--- config.mk ---
export PLATFORM = sky130hd
export DESIGN_NAME = lsu_mem_ctrl
export DESIGN_NICKNAME = d
export VERILOG_FILES = /design/src/rtl/lsu_mem_ctrl.sv
export SDC_FILE = /design/constraint.sdc
export NUM_CORES = 1
export LEC_CHECK = 0
export BUFFER_PORTS_ARGS = -buffer_cell sky130_fd_sc_hd__buf_2
export CAP_MARGIN = 20
export CELL_PAD_IN_SITES_DETAIL_PLACEMENT = 1
export CELL_PAD_IN_SITES_GLOBAL_PLACEMENT = 1
export CORE_UTILIZATION = 40
export CTS_CLUSTER_DIAMETER = 40
export CTS_CLUSTER_SIZE = 10
export DETAILED_ROUTE_END_ITERATION = 8
export GPL_TIMING_DRIVEN = 0
export HOLD_SLACK_MARGIN = 0.12
export PLACE_DENSITY = 0.81
export SETUP_SLACK_MARGIN = 0.2
export SLEW_MARGIN = 20
export SYNTH_ARGS = -nofsm -noshare
export SYNTH_HDL_FRONTEND = slang
export SYNTH_SLANG_ARGS = --single-unit
--- constraint.sdc ---
create_clock -name CLK -period 4 [get_ports CLK]
set_input_delay 1.2 -clock CLK [delete_from_list [all_inputs] [get_ports CLK]]
set_output_delay 1.2 -clock CLK [all_outputs]
set_load 0.01 [all_outputs]
--- src/rtl/lsu_mem_ctrl.sv ---
// Load/store initiator between execute stage and byte-addressed data memory.
// Aligned accesses take one memory cycle; misaligned ones are split or rejected.
module lsu_mem_ctrl #(
    parameter bit SPLIT_MISALIGNED = 1'b1,
    parameter int MEM_BYTES        = 4096
) (
    input  logic        CLK,
    input  logic        RSTn,
    input  logic        req_valid_i,
    output logic        req_ready_o,
    input  logic        req_load_i,
    input  logic [2:0]  req_funct3_i,
    input  logic [31:0] req_addr_i,
    input  logic [31:0] req_wdata_i,
    output logic        resp_valid_o,
    output logic [31:0] resp_rdata_o,
    output logic        resp_err_o,
    output logic [3:0]  mem_rEN_o,
    output logic [3:0]  mem_wEN_o,
    output logic [31:0] mem_addr_o,
    output logic [31:0] mem_wdata_o,
    input  logic [31:0] mem_rdata_i
);

    typedef enum logic [1:0] {
        S_IDLE,
        S_ACCESS,
        S_SPLIT,
        S_RESP
    } state_t;

    state_t      r_state;
    state_t      w_next;

    logic        r_load;
    logic [2:0]  r_f3;
    logic [31:0] r_addr;
    logic [31:0] r_wdata;
    logic [1:0]  r_nm1;
    logic        r_err;
    logic [1:0]  r_cnt;
    logic [31:0] r_buf;
    logic [31:0] r_rdata;

    logic [2:0]  w_nm1;
    logic [32:0] w_end;
    logic        w_illegal;
    logic        w_oor;
    logic        w_mis;
    logic        w_err;
    logic        w_accept;
    logic        w_last;
    logic [31:0] w_buf_nxt;
    logic [7:0]  w_wbyte;

    // Load code for an aligned access.
    function automatic logic [3:0] rcode(input logic [2:0] f3);
        case (f3)
            3'b010:  rcode = 4'b1000;
            3'b001:  rcode = 4'b0010;
            3'b101:  rcode = 4'b1010;
            3'b000:  rcode = 4'b0001;
            3'b100:  rcode = 4'b1001;
            default: rcode = 4'b0000;
        endcase
    endfunction

    // Store code for an aligned access.
    function automatic logic [3:0] wcode(input logic [2:0] f3);
        case (f3)
            3'b010:  wcode = 4'b1000;
            3'b001:  wcode = 4'b0010;
            3'b000:  wcode = 4'b0001;
            default: wcode = 4'b0000;
        endcase
    endfunction

    // Extend assembled split-load data according to the load type.
    function automatic logic [31:0] ext(input logic [2:0] f3, input logic [31:0] b);
        case (f3)
            3'b001:  ext = {{16{b[15]}}, b[15:0]};
            3'b101:  ext = {16'h0000, b[15:0]};
            default: ext = b;
        endcase
    endfunction

    // Request decode: size, range, alignment and legality at acceptance.
    always_comb begin
        case (req_funct3_i[1:0])
            2'b00:   w_nm1 = 3'd0;
            2'b01:   w_nm1 = 3'd1;
            default: w_nm1 = 3'd3;
        endcase
        w_illegal = (req_funct3_i == 3'b011) || (req_funct3_i == 3'b110) ||
                    (req_funct3_i == 3'b111) || (!req_load_i && req_funct3_i[2]);
        w_end     = {1'b0, req_addr_i} + {30'b0, w_nm1};
        w_oor     = w_end >= 33'(MEM_BYTES);
        w_mis     = |(req_addr_i[1:0] & w_nm1[1:0]);
        w_err     = w_illegal || w_oor || (w_mis && !SPLIT_MISALIGNED);
        w_accept  = (r_state == S_IDLE) && req_valid_i;
    end

    // Split helpers: last-byte flag, merged load buffer, store byte select.
    always_comb begin
        w_last    = (r_cnt == r_nm1);
        w_buf_nxt = r_buf;
        w_wbyte   = r_wdata[7:0];
        case (r_cnt)
            2'd0: begin
                w_buf_nxt[7:0]   = mem_rdata_i[7:0];
                w_wbyte          = r_wdata[7:0];
            end
            2'd1: begin
                w_buf_nxt[15:8]  = mem_rdata_i[7:0];
                w_wbyte          = r_wdata[15:8];
            end
            2'd2: begin
                w_buf_nxt[23:16] = mem_rdata_i[7:0];
                w_wbyte          = r_wdata[23:16];
            end
            default: begin
                w_buf_nxt[31:24] = mem_rdata_i[7:0];
                w_wbyte          = r_wdata[31:24];
            end
        endcase
    end

    // State register.
    always_ff @(posedge CLK or negedge RSTn) begin
        if (!RSTn) r_state <= S_IDLE;
        else       r_state <= w_next;
    end

    // Next-state logic.
    always_comb begin
        w_next = r_state;
        case (r_state)
            S_IDLE: begin
                if (req_valid_i) begin
                    if (w_err)      w_next = S_RESP;
                    else if (w_mis) w_next = S_SPLIT;
                    else            w_next = S_ACCESS;
                end
            end
            S_ACCESS: w_next = S_RESP;
            S_SPLIT:  w_next = w_last ? S_RESP : S_SPLIT;
            default:  w_next = S_IDLE;
        endcase
    end

    // Output decode; memory strobes exist only in ACCESS and SPLIT.
    always_comb begin
        req_ready_o  = (r_state == S_IDLE);
        resp_valid_o = (r_state == S_RESP);
        resp_err_o   = (r_state == S_RESP) && r_err;
        resp_rdata_o = (r_state == S_RESP) ? r_rdata : 32'h0;
        mem_rEN_o    = 4'b0000;
        mem_wEN_o    = 4'b0000;
        mem_addr_o   = 32'h0;
        mem_wdata_o  = 32'h0;
        case (r_state)
            S_ACCESS: begin
                mem_addr_o = r_addr;
                if (r_load) begin
                    mem_rEN_o   = rcode(r_f3);
                end else begin
                    mem_wEN_o   = wcode(r_f3);
                    mem_wdata_o = r_wdata;
                end
            end
            S_SPLIT: begin
                mem_addr_o = r_addr + {30'b0, r_cnt};
                if (r_load) begin
                    mem_rEN_o   = 4'b1001;
                end else begin
                    mem_wEN_o   = 4'b0001;
                    mem_wdata_o = {24'h0, w_wbyte};
                end
            end
            default: ;
        endcase
    end

    // Latch the accepted request and its error verdict.
    always_ff @(posedge CLK or negedge RSTn) begin
        if (!RSTn) begin
            r_load  <= 1'b0;
            r_f3    <= 3'b000;
            r_addr  <= 32'h0;
            r_wdata <= 32'h0;
            r_nm1   <= 2'd0;
            r_err   <= 1'b0;
        end else if (w_accept) begin
            r_load  <= req_load_i;
            r_f3    <= req_funct3_i;
            r_addr  <= req_addr_i;
            r_wdata <= req_wdata_i;
            r_nm1   <= w_nm1[1:0];
            r_err   <= w_err;
        end
    end

    // Byte counter and assembly buffer for split accesses.
    always_ff @(posedge CLK or negedge RSTn) begin
        if (!RSTn) begin
            r_cnt <= 2'd0;
            r_buf <= 32'h0;
        end else if (w_accept) begin
            r_cnt <= 2'd0;
            r_buf <= 32'h0;
        end else if (r_state == S_SPLIT) begin
            r_cnt <= r_cnt + 2'd1;
            if (r_load) r_buf <= w_buf_nxt;
        end
    end

    // Load result capture; stays zero for stores and errors.
    always_ff @(posedge CLK or negedge RSTn) begin
        if (!RSTn) begin
            r_rdata <= 32'h0;
        end else if (w_accept) begin
            r_rdata <= 32'h0;
        end else if (r_state == S_ACCESS && r_load) begin
            r_rdata <= mem_rdata_i;
        end else if (r_state == S_SPLIT && r_load && w_last) begin
            r_rdata <= ext(r_f3, w_buf_nxt);
        end
    end

endmodule
==> results of run 1 <==
==> cell usage in the layout, fill, tap and decap left out, drive strengths merged, types with 27 or more instances in the layout <==
| cell | netlist | routed |
|---|---|---|
| buf | 14 | 240 |
| mux2i | 27 | 27 |
| and2 | 69 | 69 |
| nor2 | 54 | 54 |
| clkbuf | 67 | 85 |
| dfrtp | 139 | 139 |
| nand3 | 52 | 52 |
| a21oi | 53 | 53 |
| a211oi | 42 | 42 |
| nand2 | 299 | 299 |
| nor3 | 27 | 27 |
| o21ai | 73 | 73 |
==> power by group through the flow <==
stage	Combinational [mW]	Sequential [mW]	Clock (mW)
after floorplan	2.36	2.36	0
after global placement	3.46	2.53	0
after detailed placement	3.58	2.57	0
after CTS	3.74	2.55	1.57
after global routing	4.27	2.64	1.63
final	3.88	2.56	1.56
==> synth_stat cells (all sizes together), types with 4 or more instances <==
library cell	count
and3	18
xnor2	4
inv	13
dfrtp	139
nand2b	5
nand3	52
or3	4
a21o	6
nand2	299
ha	12
a21oi	53
mux2i	27
a222oi	8
a211oi	42
clkbuf	67
o21ai	73
o211ai	10
nor3	27
nor2	54
and4	5
o31ai	6
a311oi	9
nand4	17
a22o	10
and2	69
a31oi	10
buf	14
nor4	12
xor2	5
==> per-stage QoR <==
step	util, %	power [mW]	worst slack [ps]	instance area [sq um]	std cells
floorplan	-	4.72	485	8730	1110
global placement	47.5	5.99	-353	10100	1588
detailed placement	47.7	6.15	-221	10100	1589
CTS	51.3	7.86	-23.9	10900	1629
global route	52.1	8.54	-69.4	11100	1641
finish	52.1	8.01	-13.7	11100	1641
==> logic make-up after synthesis <==
kind of cell	count (synthesis)	synth area share (%)
AND/OR/NAND/NOR	576	31.1
XOR/XNOR	9	0.903
flip-flops	139	39.9
buffers and inverters	94	4.17
multiplexers	29	3.36
adder cells (fa/ha/maj)	14	2.18
AO/OA/AOI/OAI	247	18.4
other	1	0.0430
==> layer usage <==
layer / vias up / part of all wire [%] / GRT usage [%]
li1: 4388 / - / -
met1: 4709 / 44 / 42.3
met2: 402 / 46 / 47.5
met3: 60 / 7.3 / 5.18
met4: 0 / 2.4 / 12.9
met5: - / 0 / 0
==> worst min-delay path, stage by stage, from the launching register on <==
cell	delay, ps
dfrtp_1	340
nand2_1	50
o21ai_1	60
==> state kept, by name, indices dropped and copies added (netlist names) <==
register,flops
r_load,1
r_addr,32
r_rdata,32
r_cnt,2
r_f3,3
r_state,2
r_wdata,32
r_buf,32
r_err,1
r_nm1,2
==> area by class of cell <==
| cell class | count | area (sq um) | area share (%) |
|---|---|---|---|
| inverters | 13 | 48.8 | 0.441 |
| plain buffers | 81 | 374 | 3.38 |
| repair buffers | 224 | 1210 | 10.9 |
| well taps | 275 | 344 | 3.11 |
| flip-flops and latches | 139 | 3480 | 31.5 |
| clock inverters | 11 | 121 | 1.10 |
| diodes | 1 | 2.50 | 0.0226 |
| clock buffers | 20 | 447 | 4.04 |
| multi-input cells | 877 | 5030 | 45.5 |
==> worst min-delay path by stage <==
| stage | slack (ps) | depth (start not counted) | from | endpoint |
|---|---|---|---|---|
| 6_report | 500 | 2 | r_err | r_err |
| 5_1_grt | 510 | 2 | r_err | r_err |
| 4_1_cts | 490 | 2 | r_err | r_err |
| 3_5_place_dp | 480 | 2 | r_err | r_err |
| 3_3_place_gp | 460 | 2 | r_err | r_err |
| 2_1_floorplan | 450 | 2 | r_err | r_err |
==> repair_timing <==
action                                  4_1_cts  5_1_grt
pin swaps                                    10       17
gates resized for setup                      54       49
hold endpoints to repair                      0        0
buffers inserted                              9       11
endpoints found under the setup margin       68       67
==> results.json, run 1 <==
{
  "reg2reg_depth": 7,
  "timing.rr.end": "r_rdata[10]",
  "p_switching_mw": 3.68,
  "synth_seq_cells": 139,
  "die-height_um": 150,
  "rrSetupSlack_ps": 1010,
  "grt_max_degree": 95,
  "syn_inst": 1109,
  "skew_ps": 12.2,
  "cts-root-buf": "clkbuf_16",
  "synth_flop_cell": "dfrtp_1",
  "switching_share_pct": 45.9,
  "total_leakage_power_nw": 5.27,
  "cp_top_family": "simple AND/OR/NAND/NOR gates",
  "cts_inserted_buffers": 17,
  "cp_common_cell": "and4_4",
  "start_util_pct": 41.1,
  "outcome": "finished, violations left",
  "clock_sinks": 139,
  "area_growth_pct": 26.8,
  "place.gp.congestion": 0.882,
  "antenna_found_initial": 1,
  "num-fill-cells": 2717,
  "cts_max_level": 4,
  "holdWs_ps": 496,
  "cp_data_arrival_time_ps": 2810,
  "p_clk_share_pct": 19.5,
  "path_max_fanout": 5,
  "cts.clk_slew.worst_paths_ps": 60,
  "avgRoutedWirePerCell_um": 20.6,
  "track_usage_pct": 30.7,
  "hpwl_um": 24800,
  "rows": 53,
  "path_depth": 10,
  "hold_class": "flip-flop to flip-flop",
  "vias": 9559,
  "worst_setup_path_start_kind": "flip-flop",
  "crit_slowest_cell": "dfrtp_2",
  "postSynthAreaPerCell_sq_um": 7.87,
  "ys_warn_count": 0,
  "synthArstFlopShare_pct": 100,
  "first_pass_iters": 5,
  "period_needed_ps": 4010,
  "cap_violations": 0,
  "hold_buffers": 0,
  "ys_seq_area_share_pct": 39.9,
  "critPathBufInv": 1,
  "p_per_area_nw_per_um2": 724,
  "dr.first_iter.drc_count": 644,
  "synth_area_leaders": "dfrtp_1, nand2_1, and2_1",
  "synthDistinctLibCells": 64,
  "remaining_drc_errors": 0,
  "rsz0062_at_grt": "yes",
  "die-area_sq_um": 22400,
  "pwr-share-comb_pct": 48.5,
  "pin_count": 210,
  "r2r_start": "r_state[1]",
  "path_cells": "ha_4 > fa_2 > and3_4 > and4_4 > and4b_2 > and4_4 > and2_4 > a21oi_2 > nor2_1 > buf_2",
  "drtAntennaViolNets": 0,
  "clockBufferDepth": 2,
  "coreArea_sq_um": 21200,
  "tns_ps": -13.7,
  "die_w_um": 150,
  "cp.required_ps": 2800,
  "p_int_mw": 4.33,
  "synth_edf_count": 0,
  "yosys.area.top_type": "dfrtp_1",
  "max_slew.worst_pin.slew_ps": 816,
  "drv_slew": 0,
  "vdd_drop_max_mv": 0.385,
  "routed_wl_um": 33800,
  "timing_worst_setup_path_type": "flip-flop to output port",
  "cpPeakStageDelay_ps": 430,
  "cp-startpoint": "r_cnt[0]",
  "synth_top_area_share_pct": 39.9,
  "finalCritPeriodShare_pct": 100,
  "cts_tree": "done",
  "grt_pass1_vias": 9537,
  "clk_latency_ps": 440,
  "violations": "negative setup slack",
  "overflow": 0,
  "io_buffer_count": 203,
  "seq_power_share_pct": 32.0,
  "final-hold-violation-count": 0,
  "nets": 1470,
  "fmax_ghz": 0.249,
  "setup_ws_ps": -13.7,
  "setup_viol": 1,
  "syn_area_sq_um": 8730,
  "cp-endpoint": "mem_addr_o[26]",
  "via_per_inst": 5.83,
  "grt_pass1_wl_um": 52700,
  "timing.slew.headroom_pct": 45.6,
  "layout-drive-gt1-share_pct": 24.2,
  "cp-end-kind": "output port"
}
(Power assumes the default switching activity.)
==> inputs of run 2 (changes only) <==
--- a/config.mk
+++ b/config.mk
@@ -11,2 +11,3 @@
 export CELL_PAD_IN_SITES_GLOBAL_PLACEMENT = 1
+export CORE_MARGIN = 2
 export CORE_UTILIZATION = 40
==> constraint.sdc (replaced) <==
create_clock -name CLK -period 4 [get_ports CLK]
set_input_delay 0.2 -clock CLK [delete_from_list [all_inputs] [get_ports CLK]]
set_output_delay 0.2 -clock CLK [all_outputs]
set_load 0.01 [all_outputs]
==> run 2 against run 1 <==
Against the previous run: the flow now finishes without violations; sequential share of layout area fell by 1.2 points; clock skew fell by 3.2 ps; total power up 1.1%; register-to-register slack lost 300 ps; flip-flop and latch count did not move; clock power rose by 16%; fmax grew 12%; count of clock-buffer cells in the layout decreased by 3; combinational power is 4% lower; non-clock buffer count increased by 50; final cell count is 3.5% higher; critical path type unchanged.
==> results.json, run 2 (synthesis gave the netlist of run 1 again) <==
{
  "outcome": "completed",
  "drtAntennaViolNets": 0,
  "rrSetupSlack_ps": 710,
  "drv_slew": 0,
  "remaining_drc_errors": 0,
  "p_per_area_nw_per_um2": 704,
  "p_clk_share_pct": 22.3,
  "overflow": 0,
  "coreArea_sq_um": 21600,
  "start_util_pct": 40.4,
  "pin_count": 210,
  "rows": 54,
  "hpwl_um": 25000,
  "die-area_sq_um": 23000,
  "cts-root-buf": "clkbuf_16",
  "worstHoldEndpoint": "r_rdata[17]",
  "clockBufferDepth": 2,
  "antenna_found_initial": 3,
  "cts.clk_slew.worst_paths_ps": 70,
  "first_pass_iters": 6,
  "reg2reg_depth": 10,
  "timing.rr.end": "r_rdata[29]",
  "min_from": "mem_rdata_i[17]",
  "avgRoutedWirePerCell_um": 21.0,
  "path_max_fanout": 10,
  "num-fill-cells": 2726,
  "whs_path_depth": 3,
  "final_util_pct": 53.2,
  "seq_power_share_pct": 31.6,
  "final-hold-violation-count": 0,
  "layout-drive-gt1-share_pct": 18.3,
  "pwr-share-comb_pct": 46.1,
  "tns_ps": 0,
  "dr.first_iter.drc_count": 683,
  "cts_tree": "done",
  "area_growth_pct": 31.9,
  "cap_violations": 0,
  "grt_max_degree": 92,
  "timing.slew.headroom_pct": 45.7,
  "place_inst": 1594,
  "worst_setup_path_start_kind": "flip-flop",
  "max_slew.worst_pin.slew_ps": 815,
  "p_int_mw": 4.43,
  "nets": 1520,
  "io_buffer_count": 203,
  "fmax_ghz": 0.280,
  "setup_viol": 0,
  "cp_data_arrival_time_ps": 3380,
  "clock_sinks": 139,
  "hold_class": "input pin to flip-flop",
  "vias": 9816,
  "post-place-ws_ps": 779,
  "switching_share_pct": 45.3,
  "p_switching_mw": 3.67,
  "clk_latency_ps": 430,
  "grt_pass1_vias": 10000,
  "final_common_cell": "nand2_1",
  "cts_max_level": 4,
  "die_w_um": 152,
  "rsz0062_at_grt": "no",
  "timing_worst_setup_path_type": "flip-flop to output port",
  "setup_ws_ps": 422,
  "place.gp.congestion": 0.959,
  "cp.required_ps": 3800,
  "cts_inserted_buffers": 17,
  "cp-end-kind": "output port",
  "skew_ps": 8.97,
  "total_leakage_power_nw": 5.39,
  "period_needed_ps": 3580,
  "r2r_start": "r_cnt[1]",
  "finalCritPeriodShare_pct": 89.4,
  "final_cell_mix": "nand2_1, buf_2, dfrtp_1",
  "die-height_um": 152,
  "track_usage_pct": 31.1,
  "via_per_inst": 5.78,
  "grt_pass1_wl_um": 54700,
  "fin_cells": 1699,
  "vdd_drop_max_mv": 0.364,
  "routed_wl_um": 35700
}
-- run 2: cell count changes in the layout (fill, tap and decap cells not counted), moves of 4 or more --
| cell | before | now |
|---|---|---|
| dlygate4sd3_1 | 0 | 70 |
| clkbuf_1 | 45 | 67 |
| o21ai_0 | 53 | 72 |
| buf_4 | 20 | 2 |
| clkbuf_2 | 16 | 0 |
| o21ai_1 | 17 | 1 |
| clkbuf_4 | 5 | 0 |
| a21oi_1 | 48 | 52 |
-- run 2: repair_timing --
action	4_1_cts	5_1_grt
endpoints found under the hold margin	118	0
gates resized for setup	0	1
endpoints found under the setup margin	0	4
hold buffers	70	0
buffers inserted	0	0
-- run 2: how the worst max path moves through the flow --
stage               startpoint        endpoint  slack (ps)
floorplan             r_cnt[1]  mem_addr_o[29]        1480
global placement          RSTn     r_wdata[25]         650
finish              r_state[0]    mem_wEN_o[3]         420
global route          r_cnt[0]  mem_addr_o[24]         250
detailed placement    r_cnt[1]  mem_addr_o[27]         780
CTS                   r_cnt[1]  mem_addr_o[27]         330
-- run 2: metal layers --
layer	global-route usage [%]	wire, um	vias up
li1	-	-	4503
met1	40.4	15100	4825
met2	51.0	17100	385
met3	5.54	2260	103
met4	13.6	1310	0
met5	0	0	-
-- run 2: critical path, cell delays in order, from the launching register on --
cell,delay [ps]
dfrtp_1,450
inv_1,100
ha_1,280
clkbuf_1,380
and2_1,270
clkbuf_1,530
nand2b_1,220
nor3_1,490
buf_2,230
-- run 2: per-stage QoR --
step | cell area [sq um] | hold slack (ps) | total power, mW
3_5_place_dp | 10100 | 131 | 6.16
4_1_cts | 11500 | 120 | 8.04
6_report | 11500 | 122 | 8.10
3_3_place_gp | 10100 | 393 | 6.00
5_1_grt | 11500 | 137 | 8.67
2_1_floorplan | 8730 | -95.6 | 4.72
-- run 2: final cells by class --
cell class | instances | area [sq um] | area share [%]
Sequential cell | 139 | 3480 | 30.2
Tap cell | 280 | 350 | 3.04
Clock buffer | 17 | 425 | 3.70
Timing Repair Buffer | 274 | 1750 | 15.2
Buffer | 81 | 315 | 2.74
Inverter | 13 | 48.8 | 0.424
Multi-Input combinational cell | 877 | 4900 | 42.5
Antenna cell | 3 | 7.51 | 0.0652
Clock inverter | 15 | 236 | 2.05
-- run 2: power by group through the flow --
stage / Combinational [mW] / Sequential [mW] / Clock (mW)
floorplan: 2.36 / 2.36 / 0
global placement: 3.48 / 2.52 / 0
detailed placement: 3.61 / 2.56 / 0
CTS: 3.69 / 2.54 / 1.81
global route: 4.15 / 2.64 / 1.88
finish: 3.73 / 2.56 / 1.81
==> inputs of run 3 (changes only) <==
BUFFER_PORTS_ARGS = default   (was -buffer_cell sky130_fd_sc_hd__buf_2)
CORE_UTILIZATION = 48   (was 40)
CTS_BUF_LIST = sky130_fd_sc_hd__clkbuf_8   (was default)
DONT_BUFFER_PORTS = 1   (was default)
==> run 3 against run 2 <==
Against the previous run: final cell count is 13% lower; clock skew is 12 ps higher; wire length is 2.1% lower; utilization is 5.0 points higher; clock power is 39% lower; worst hold slack hardly changed; sequential share of layout area is 3.2 points higher; register-to-register slack better by 50 ps; flip-flop and latch count stayed put.
==> results.json, run 3 (synthesis gave the netlist of run 1 again) <==
{
  "grt_pass1_vias": 9763,
  "power.total_mw": 7.17,
  "fmax_ghz": 0.283,
  "timing_worst_setup_path_type": "flip-flop to output port",
  "finalCritPeriodShare_pct": 88.5,
  "die-area_sq_um": 19300,
  "coreArea_sq_um": 17900,
  "track_usage_pct": 36.1,
  "cp-end-kind": "output port",
  "clk_latency_ps": 480,
  "vias": 9236,
  "rsz0062_at_grt": "no",
  "hpwl_um": 22700,
  "cap_violations": 0,
  "outcome": "completed",
  "setup_ws_ps": 462,
  "hold_class": "input pin to flip-flop",
  "dr.first_iter.drc_count": 670,
  "io_buffer_count": 0,
  "overflow": 0,
  "worst_setup_path_start_kind": "flip-flop",
  "drtAntennaViolNets": 0,
  "place.gp.congestion": 0.900,
  "clockBufferDepth": 2,
  "antenna_found_initial": 1,
  "total_leakage_power_nw": 4.41,
  "via_per_inst": 6.27,
  "cts.clk_slew.worst_paths_ps": 90,
  "cts-root-buf": "clkbuf_8",
  "num-fill-cells": 2202,
  "final_util_pct": 58.2,
  "drv_slew": 0,
  "cts_max_level": 4,
  "vdd_drop_max_mv": 0.331,
  "final-hold-violation-count": 0,
  "nets": 1348,
  "skew_ps": 21.3,
  "clock_sinks": 139,
  "grt_max_degree": 140,
  "cts_tree": "done",
  "path_max_fanout": 6,
  "layout-drive-gt1-share_pct": 4.42,
  "timing.slew.headroom_pct": 32.0,
  "cp_data_arrival_time_ps": 3340,
  "tns_ps": 0,
  "first_pass_iters": 5,
  "grt_pass1_wl_um": 54900,
  "routed_wl_um": 35000,
  "start_util_pct": 48.7,
  "p_per_area_nw_per_um2": 688,
  "max_slew.worst_pin.slew_ps": 1010,
  "area_growth_pct": 19.5,
  "die_w_um": 139,
  "die-height_um": 139,
  "period_needed_ps": 3540,
  "cts_setup_buffers": 0,
  "remaining_drc_errors": 0,
  "cp.required_ps": 3800,
  "final_common_cell": "nand2_1",
  "cts_inserted_buffers": 17,
  "post-place-ws_ps": 863,
  "avgRoutedWirePerCell_um": 23.7,
  "rows": 49,
  "pin_count": 210,
  "final_cell_mix": "nand2_1, dfrtp_1, dlygate4sd3_1",
  "setup_viol": 0
}
## run 3: cell count changes in the layout (fill, tap and decap cells not counted), sizes merged
cell,delta
buf,-203
bufinv,-5
clkbuf,+1
clkinv,-5
clkinvlp,+5
diode,-2
dlygate4sd3,+31
inv,+4
## run 3: critical path, stage by stage, from the launching register on
cell and delay, ps:
dfrtp_1 490, ha_1 240, fa_1 260, and3_1 240, and4_1 290, nand4_1 180, nor3_1 520, nand4_1 160
o41ai_1 500
## run 3: final timing paths
kind                                  endpoint  slack, ps            from  depth (start not counted)
worst max-delay path            mem_addr_o[24]        460        r_cnt[0]                          8
worst min-delay path                r_state[0]        120  req_addr_i[12]                          4
worst max register to register     r_rdata[25]        760        r_cnt[1]                         10
worst min register to register        r_nm1[1]        510        r_nm1[1]                          2
max in group asynchronous          r_rdata[24]       3060            RSTn                          2
min in group asynchronous          r_wdata[14]        390            RSTn                          2
## run 3: layout make-up
class | count | area, sq um | share of cell area [%]
Tap cell | 229 | 287 | 2.75
Clock buffer | 18 | 248 | 2.38
Sequential cell | 139 | 3480 | 33.4
Timing Repair Buffer | 102 | 1040 | 9.96
Antenna cell | 1 | 2.50 | 0.0240
Inverter | 13 | 48.8 | 0.468
Clock inverter | 14 | 110 | 1.06
Buffer | 81 | 315 | 3.02
Multi-Input combinational cell | 877 | 4900 | 47.0
## run 3: per-stage QoR
step / hold slack [ps] / std cells / instance area, sq um
after floorplan: -95.6 / 1110 / 8730
after global placement: -92.1 / 1339 / 9020
after detailed placement: -93.6 / 1339 / 9020
after CTS: 123 / 1473 / 10400
after global routing: 161 / 1474 / 10400
final: 122 / 1474 / 10400
## run 3: what timing repair did
| item | CTS | global route |
|---|---|---|
| setup endpoints to repair | 0 | 4 |
| resized for setup | 0 | 1 |
| hold endpoints to repair | 273 | 0 |
| hold buffers | 102 | 0 |
## run 3: layer usage
metal	routed length, um	track usage, %
met1	14400	45.2
met2	16900	60.5
met3	2490	7.80
met4	1220	15.3
met5	0	0
## run 3: power by group
group / leakage [nW] / internal [mW] / switching, mW
logic: 2.45 / 1.11 / 2.40
registers: 1.78 / 2.00 / 0.553
clock network: 0.173 / 0.456 / 0.645
total: 4.41 / 3.57 / 3.60
